File: src/rtl/cn_flipflop_bank.sv
// Bank of WIDTH CN flip-flops (n=0 hold, n=1/c=0 clear, n=1/c=1 toggle) that can also chain into an up-counter.
// Optional CN_STICKY_EN macro adds the sticky_clr input and the per-bit toggled flag output.
module cn_flipflop_bank #(
    parameter int               WIDTH     = 4,
    parameter logic [WIDTH-1:0] RESET_VAL = '0
) (
    input  logic             clk,
    input  logic             reset,
    input  logic             mode,
    input  logic [WIDTH-1:0] c,
    input  logic [WIDTH-1:0] n,
    input  logic             cnt_en,
    input  logic             sclr,
    input  logic             load,
    input  logic [WIDTH-1:0] load_data,
`ifdef CN_STICKY_EN
    input  logic             sticky_clr,
    output logic [WIDTH-1:0] toggled,
`endif
    output logic [WIDTH-1:0] q,
    output logic [WIDTH-1:0] qbar,
    output logic             tc
);

    logic [WIDTH-1:0] q_reg;
    logic [WIDTH-1:0] q_next;
    logic [WIDTH-1:0] low_ones;
    logic [WIDTH-1:0] cell_n;
    logic [WIDTH-1:0] cell_c;
    logic [WIDTH-1:0] cell_next;

    // In counter mode every cell is a toggle cell whose N is the carry from the bits below it.
    genvar gi;
    generate
        for (gi = 0; gi < WIDTH; gi++) begin : g_cell
            if (gi == 0) begin : g_lsb
                assign low_ones[gi] = 1'b1;
            end else begin : g_upper
                assign low_ones[gi] = &q_reg[gi-1:0];
            end
            assign cell_n[gi]    = mode ? (cnt_en & low_ones[gi]) : n[gi];
            assign cell_c[gi]    = mode ? 1'b1 : c[gi];
            assign cell_next[gi] = cell_n[gi] ? (cell_c[gi] ? ~q_reg[gi] : 1'b0) : q_reg[gi];
        end
    endgenerate

    always_comb begin
        q_next = cell_next;
        if (sclr) begin
            q_next = '0;
        end else if (load) begin
            q_next = load_data;
        end
    end

    always_ff @(posedge clk or negedge reset) begin
        if (!reset) begin
            q_reg <= RESET_VAL;
        end else begin
            q_reg <= q_next;
        end
    end

    assign q    = q_reg;
    assign qbar = ~q_reg;
    assign tc   = mode & cnt_en & (&q_reg) & ~sclr & ~load;

`ifdef CN_STICKY_EN
    logic [WIDTH-1:0] toggled_reg;
    logic [WIDTH-1:0] toggled_next;
    logic [WIDTH-1:0] tog_evt;

    // Only genuine toggles flag a bit; clears, loads and sclr never do.
    generate
        for (gi = 0; gi < WIDTH; gi++) begin : g_sticky
            assign tog_evt[gi] = cell_n[gi] & cell_c[gi] & ~sclr & ~load;
        end
    endgenerate

    always_comb begin
        toggled_next = toggled_reg;
        if (sclr || sticky_clr) begin
            toggled_next = '0;
        end
        toggled_next = toggled_next | tog_evt;
    end

    always_ff @(posedge clk or negedge reset) begin
        if (!reset) begin
            toggled_reg <= '0;
        end else begin
            toggled_reg <= toggled_next;
        end
    end

    assign toggled = toggled_reg;
`endif

endmodule

File: config.mk
export PLATFORM = sky130hd
export DESIGN_NAME = cn_flipflop_bank
export DESIGN_NICKNAME = d
export VERILOG_FILES = /design/src/rtl/cn_flipflop_bank.sv
export SDC_FILE = /design/constraint.sdc
export NUM_CORES = 1
export LEC_CHECK = 0
export BUFFER_PORTS_ARGS = -buffer_cell sky130_fd_sc_hd__buf_2
export CAP_MARGIN = 20
export CORE_AREA = 2 2 39 41
export CTS_CLUSTER_DIAMETER = 200
export CTS_CLUSTER_SIZE = 30
export DETAILED_ROUTE_END_ITERATION = 8
export DIE_AREA = 0 0 41 43
export PLACE_DENSITY = 0.69
export SLEW_MARGIN = 20
export SYNTH_ARGS = -nofsm -noshare
export SYNTH_HDL_FRONTEND = slang
export SYNTH_SLANG_ARGS = --single-unit
File: constraint.sdc
create_clock -name clk -period 1 [get_ports clk]
set_input_delay 0.15 -clock clk [delete_from_list [all_inputs] [get_ports clk]]
set_output_delay 0.15 -clock clk [all_outputs]
set_load 0.005 [all_outputs]
==> results of run 1 <==
[worst min-delay path: cells and delay by family]
| family | cells | cell delay, ns |
|---|---|---|
| buffers and inverters | 1 | 0.10 |
| AND/OR/NAND/NOR | 1 | 0.07 |
| AO/OA/AOI/OAI | 1 | 0.06 |
[power groups by stage]
stage | sequential, uW | combinational [uW] | clock, uW
floorplan | 197 | 81.5 | 0
global placement | 194 | 190 | 0
detailed placement | 196 | 196 | 0
CTS | 192 | 256 | 208
global route | 195 | 325 | 217
finish | 194 | 302 | 206
[repair_timing]
item	in CTS	in global routing
resized for setup	14	11
pin swaps	8	2
setup buffers	6	1
endpoints found under the setup margin	11	13
endpoints found under the hold margin	4	0
hold buffers	1	0
[worst min path at each step]
stage               endpoint  slack [ns]  cells past startpoint
finish                  q[0]        0.18                      3
global route            q[0]        0.20                      3
CTS                     q[0]        0.18                      3
detailed placement      q[0]       -0.04                      1
global placement        q[0]       -0.04                      1
floorplan               q[0]       -0.15                      0
[kinds of logic after synthesis]
| family | count (synthesis) | share of synthesized area (%) |
|---|---|---|
| AOI/OAI and AO/OA | 11 | 27.7 |
| and+or+nand+nor | 21 | 31.9 |
| buffers and inverters | 6 | 9.57 |
| DFF | 4 | 28.4 |
| xor gates and xnor gates | 1 | 2.48 |
[final cells by class]
cell class / count / share of cell area, %
tap: 16 / 2.65
inverter: 4 / 1.99
timing repair buffer: 44 / 43.4
multi-input combinational: 33 / 35.7
clock buffer: 3 / 2.99
sequential: 4 / 13.3
[metal layers]
layer	vias to the layer above	share of wire, %	GRT usage [%]
met2	15	54	30.0
met4	0	0.90	2.00
li1	246	-	-
met5	-	0	0
met1	230	39	18.4
met3	2	5.2	4.71
[metrics by stage]
stage	area, um^2	instances
floorplan	353	43
detailed placement	559	93
CTS	691	103
global route	754	104
finish	754	104
global placement	559	93
[synth_stat cells]
cell	instances	area [um^2]
nand2_1	5	18.8
nor3_1	1	5.00
a211oi_1	1	7.51
o2111ai_1	1	8.76
dfrtp_1	4	100
nor2_1	5	18.8
inv_1	4	15.0
nand4_1	2	12.5
nand4_2	1	12.5
nand2b_1	3	18.8
o31ai_1	2	15.0
buf_6	1	11.3
nand3b_1	1	7.51
buf_4	1	7.51
xnor2_1	1	8.76
and3_1	1	6.26
o211a_1	2	20.0
and3_2	1	7.51
a21o_1	1	7.51
nand3_1	1	5.00
o31ai_2	1	12.5
o31a_1	3	26.3
==> key figures, run 1 <==
Die
  – Initial core utilization: 25.5%
  – Die W: roughly 40 um
  – Die Ht: ~43 um
  – Core area: about 0.0014 mm^2
  – Num rows: 14
  – IO Count: 27
  – Total die area: approximately 0.0018 mm^2

Final layout
  – Core occupancy in the finished layout: 54.5%
  – Area of the multi-input gates: 269 um^2
  – ANT cells: 0
  – Area grow syn2layout: 114%
  – Reg area: 100 um^2
  – Commonest non-fill, non-tap cell in the layout: buf_2
  – Most frequent cells in the layout: 20 x buf_2, 12 x buf_6, 11 x buf_4
  – Share of layout cells above drive strength 1: roughly 67%
  – Final net count: 108
  – Largest register FFs: 4
  – FILL cells: 127

Power
  – Power Density: 931 mW/mm^2
  – P_leak: between 0.0003 and 0.0004 uW
  – Sequential cell fraction of total power: 27.6%
  – Net switching power: approximately 210 uW
  – Combinational fraction of design power: 43.0%
  – Peak supply drop: 0.000455 V
  – Internal power: about 490 uW
  – Pwr Total: 702 uW
  – Switching share of power: 30.0%
  – Clock network power share: 29.4%

Worst setup path
  – CP max stage cell: dfrtp_1
  – Reg2reg start: q[0]
  – Worst R2R Path Depth: 4
  – Crit path to: qbar[1]
  – CP Capture Type: primary output
  – Most common cell on crit path: buf_6
  – CP Launch Type: flip-flop
  – Beginning of the critical path: q[1]
  – WP data required: roughly 0.85 ns
  – Cells along the critical path: buf_6 -> buf_6 -> inv_2 -> buf_6
  – Worst EP arrival: 1.03 ns
  – Reg2reg setup slack: -0.14 ns
  – Worst reg2reg endpoint: q[3]
  – Crit Path Max Fanout: 3
  – Crit path buf inv count: 4
  – Cell family with most CP delay: flip-flops
  – Cell count along the critical path: 4
  – Slowest cell delay on critical path: about 0.42 ns
  – Critical path class: reg -> out

Routing
  – Post-route DRC violation count: 0
  – DRT iter0 DRCs: 8
  – Routed wire per std cell: 12.9 um
  – Detail Route Antenna Nets: 0
  – Via/cell ratio: 4.74
  – Via count: slightly below 500
  – Drt total wl: 1.34 mm
  – Drt pass-1 iters: 4

Yosys
  – Yosys warns: 0
  – Synthesized Nets: a little over 60
  – Post-synthesis sequential area ratio: around 28%
  – Synthesized area: 353 um^2
  – Mean Syn Cell Area: a little over 8 um^2
  – Mapped Cells: 43
  – Synth unique cells: 22
  – Flops & latches, synth: 4

Placed design
  – DP Wirelength: a little under 1 mm
  – Worst slack, placed: -0.131 ns
  – PortBufs: 26
  – Gpl congestion: 0.808

GRT
  – Initial antenna violation count: 0
  – GRT overflow: 0
  – First-pass GRT wire length: 1.99 mm
  – GRT Total Usage: between 10% and 20%
  – Vias in the first global route: roughly 460
  – Pin count of the biggest net entering global routing: 9

Clock tree
  – Clock Sinks: 4
  – Max clock buf depth: 2
  – Clock transition at the registers of the reported paths: 0.04 ns
  – Htree depth: 1
  – Root Buffer: clkbuf_4
  – CTS tree: yes
  – Worst-Skew Late Latency: 0.23 ns
  – TritonCTS Buffers: 3

Timing
  – RSZ-0062 raised after global routing: true
  – Final WS setup: -0.179 ns
  – Setup TNS: -1.16 ns
  – Max-slew headroom: 85.3%
  – Tmin final: 1.18 ns
  – Worst-margin pin slew: 0.220 ns
  – Max Clock Skew: approximately 0.00045 ns
  – Max frequency: 0.849 GHz
  – Final hold violation count: 0
  – Hold slack: 0.176 ns
  – Fin. max-slew vios: 0
  – Share of the cycle needed by the critical path after routing: 118%
  – Final setup vio count: 12

Outcome
  – Failing checks: negative setup slack
  – Outcome: complete, but fails checks

Flow run
  – Max-cap violations: 0

Min path
  – Hold_sp: load_data[0]
  – Worst min path class: in -> reg
Power figures use the tool's default switching activity.
==> inputs of run 2 (changes only) <==
--- a/config.mk
+++ b/config.mk
@@ -5,6 +5,7 @@
 export SDC_FILE = /design/constraint.sdc
 export NUM_CORES = 1
 export LEC_CHECK = 0
+export ABC_CLOCK_PERIOD_IN_PS = 1000
 export BUFFER_PORTS_ARGS = -buffer_cell sky130_fd_sc_hd__buf_2
 export CAP_MARGIN = 20
 export CORE_AREA = 2 2 39 41
@@ -13,6 +14,7 @@
 export DETAILED_ROUTE_END_ITERATION = 8
 export DIE_AREA = 0 0 41 43
 export PLACE_DENSITY = 0.69
+export RECOVER_POWER = 50
 export SLEW_MARGIN = 20
 export SYNTH_ARGS = -nofsm -noshare
 export SYNTH_HDL_FRONTEND = slang
==> key figures, run 2 (same netlist as run 1, synthesis figures left out) <==
Outcome
  – Outcome: complete, but fails checks (unchanged)
  – Failing checks: negative setup slack (unchanged)

GRT
  – Pin count of the biggest net entering global routing: 9 (unchanged)
  – GRT overflow: 0 (unchanged)
  – Vias in the first global route: 459 (unchanged)
  – GRT Total Usage: 16.6% (unchanged)
  – Initial antenna violation count: 0 (unchanged)
  – First-pass GRT wire length: 1.99 mm (unchanged)

Worst setup path
  – Reg2reg start: q[0] (unchanged)
  – Crit Path Max Fanout: 3 (unchanged)
  – CP Launch Type: flip-flop (unchanged)
  – Beginning of the critical path: q[1] (unchanged)
  – WP data required: 0.85 ns (about the same)
  – Critical path class: reg -> out (unchanged)
  – Reg2reg setup slack: -0.14 ns (about the same)
  – Worst EP arrival: 1.03 ns (about the same)
  – CP Capture Type: primary output (unchanged)

Timing
  – Final setup vio count: 12 (unchanged)
  – RSZ-0062 raised after global routing: true (unchanged)
  – Max-slew headroom: 83.9% (was 85.3%)
  – Max frequency: 0.849 GHz (unchanged)
  – Share of the cycle needed by the critical path after routing: 118% (about the same)
  – Fin. max-slew vios: 0 (unchanged)
  – Final hold violation count: 0 (unchanged)
  – Worst-margin pin slew: 0.242 ns (was 0.220 ns)
  – Final WS setup: -0.179 ns (about the same)
  – Hold slack: 0.176 ns (unchanged)
  – Tmin final: 1.18 ns (about the same)
  – Setup TNS: -1.16 ns (unchanged)
  – Max Clock Skew: 0.000451 ns (unchanged)

Routing
  – Routed wire per std cell: 12.9 um (unchanged)
  – DRT iter0 DRCs: 8 (unchanged)
  – Post-route DRC violation count: 0 (unchanged)
  – Via/cell ratio: 4.74 (unchanged)
  – Drt total wl: 1.34 mm (unchanged)
  – Via count: 493 (unchanged)
  – Drt pass-1 iters: 4 (unchanged)
  – Detail Route Antenna Nets: 0 (unchanged)

Die
  – Total die area: 0.00176 mm^2 (unchanged)
  – IO Count: 27 (unchanged)
  – Num rows: 14 (unchanged)
  – Die Ht: 43 um (unchanged)
  – Initial core utilization: 25.5% (unchanged)
  – Die W: 41 um (unchanged)
  – Core area: 0.00138 mm^2 (unchanged)

Clock tree
  – Clock transition at the registers of the reported paths: 0.04 ns (about the same)
  – TritonCTS Buffers: 3 (unchanged)
  – Root Buffer: clkbuf_4 (unchanged)
  – Worst-Skew Late Latency: 0.23 ns (about the same)
  – CTS tree: yes (unchanged)
  – Max clock buf depth: 2 (unchanged)
  – Clock Sinks: 4 (unchanged)
  – Htree depth: 1 (unchanged)

Placed design
  – DP Wirelength: 968 um (unchanged)
  – PortBufs: 26 (unchanged)
  – Gpl congestion: 0.808 (unchanged)
  – Worst slack, placed: -0.131 ns (unchanged)
  – Cells after DPL: 93 (unchanged)

Min path
  – Hold_sp: load_data[0] (unchanged)
  – Worst min path class: in -> reg (unchanged)

Final layout
  – Area of the multi-input gates: 269 um^2 (unchanged)
  – FILL cells: 126 (was 127)
  – Final cell count without fillers: 104 (unchanged)
  – Largest register FFs: 4 (unchanged)
  – Reg area: 100 um^2 (unchanged)
  – ANT cells: 0 (unchanged)
  – Final net count: 108 (unchanged)
  – Share of layout cells above drive strength 1: 65.9% (was 67.0%)
  – Area grow syn2layout: 113% (was 114%)
  – Commonest non-fill, non-tap cell in the layout: buf_2 (unchanged)
  – Most frequent cells in the layout: 19 x buf_2, 12 x buf_6, 11 x buf_4 (was 20 x buf_2, 12 x buf_6, 11 x buf_4)

Flow run
  – Max-cap violations: 0 (unchanged)

Power
  – Power Density: 931 mW/mm^2 (about the same)
  – P_leak: 0.000373 uW (was 0.000375 uW)
  – Peak supply drop: 0.000452 V (was 0.000455 V)
## run 2: path summary, 6_finish.rpt
check                      endpoint  cells past startpoint
setup reg to reg               q[3]                      4
hold / removal                 q[0]                      3
min in group asynchronous      q[0]                      2
max in group asynchronous      q[3]                      2
setup / recovery            qbar[1]                      4
hold reg to reg                q[3]                      2
## run 2: through the flow
step	util (%)	area [um^2]	power (uW)
CTS	49.9	691	657
finish	54.4	753	702
floorplan	-	353	278
global route	54.4	753	736
global placement	40.4	559	384
detailed placement	40.4	559	391
## run 2: worst max-delay path, cell delays in order, from the launching register on
cell and delay (ns):
dfrtp_1 0.42, buf_6 0.14, buf_6 0.11, inv_2 0.04, buf_6 0.08
## run 2: cell type report
type | instances | share of cell area (%)
repair buffers | 44 | 43.4
multi-input cells | 33 | 35.7
flip-flops and latches | 4 | 13.3
clock buffers | 3 | 2.99
well taps | 16 | 2.66
inverters | 4 | 1.99
## run 2: what timing repair did
action | in CTS | in global routing
gates cloned | 0 | 0
pin swaps | 8 | 2
setup endpoints to repair | 11 | 13
buffers inserted | 6 | 1
hold buffers | 1 | 0
endpoints found under the hold margin | 4 | 0
gates resized for setup | 14 | 11
## run 2: where the power goes
part           internal, uW  total [uW]  switching, uW
clock                   135         206           71.6
combinational           179         301            122
sequential              177         194           17.1
total                   491         702            211
## run 2: per-layer routing
layer  routed length (um)  vias to the layer above  track usage [%]
li1                     -                      246                -
met1                  527                      230             18.4
met2                  729                       15             30.0
met3                   69                        2             4.71
met4                   12                        0             2.00
met5                    0                        -                0
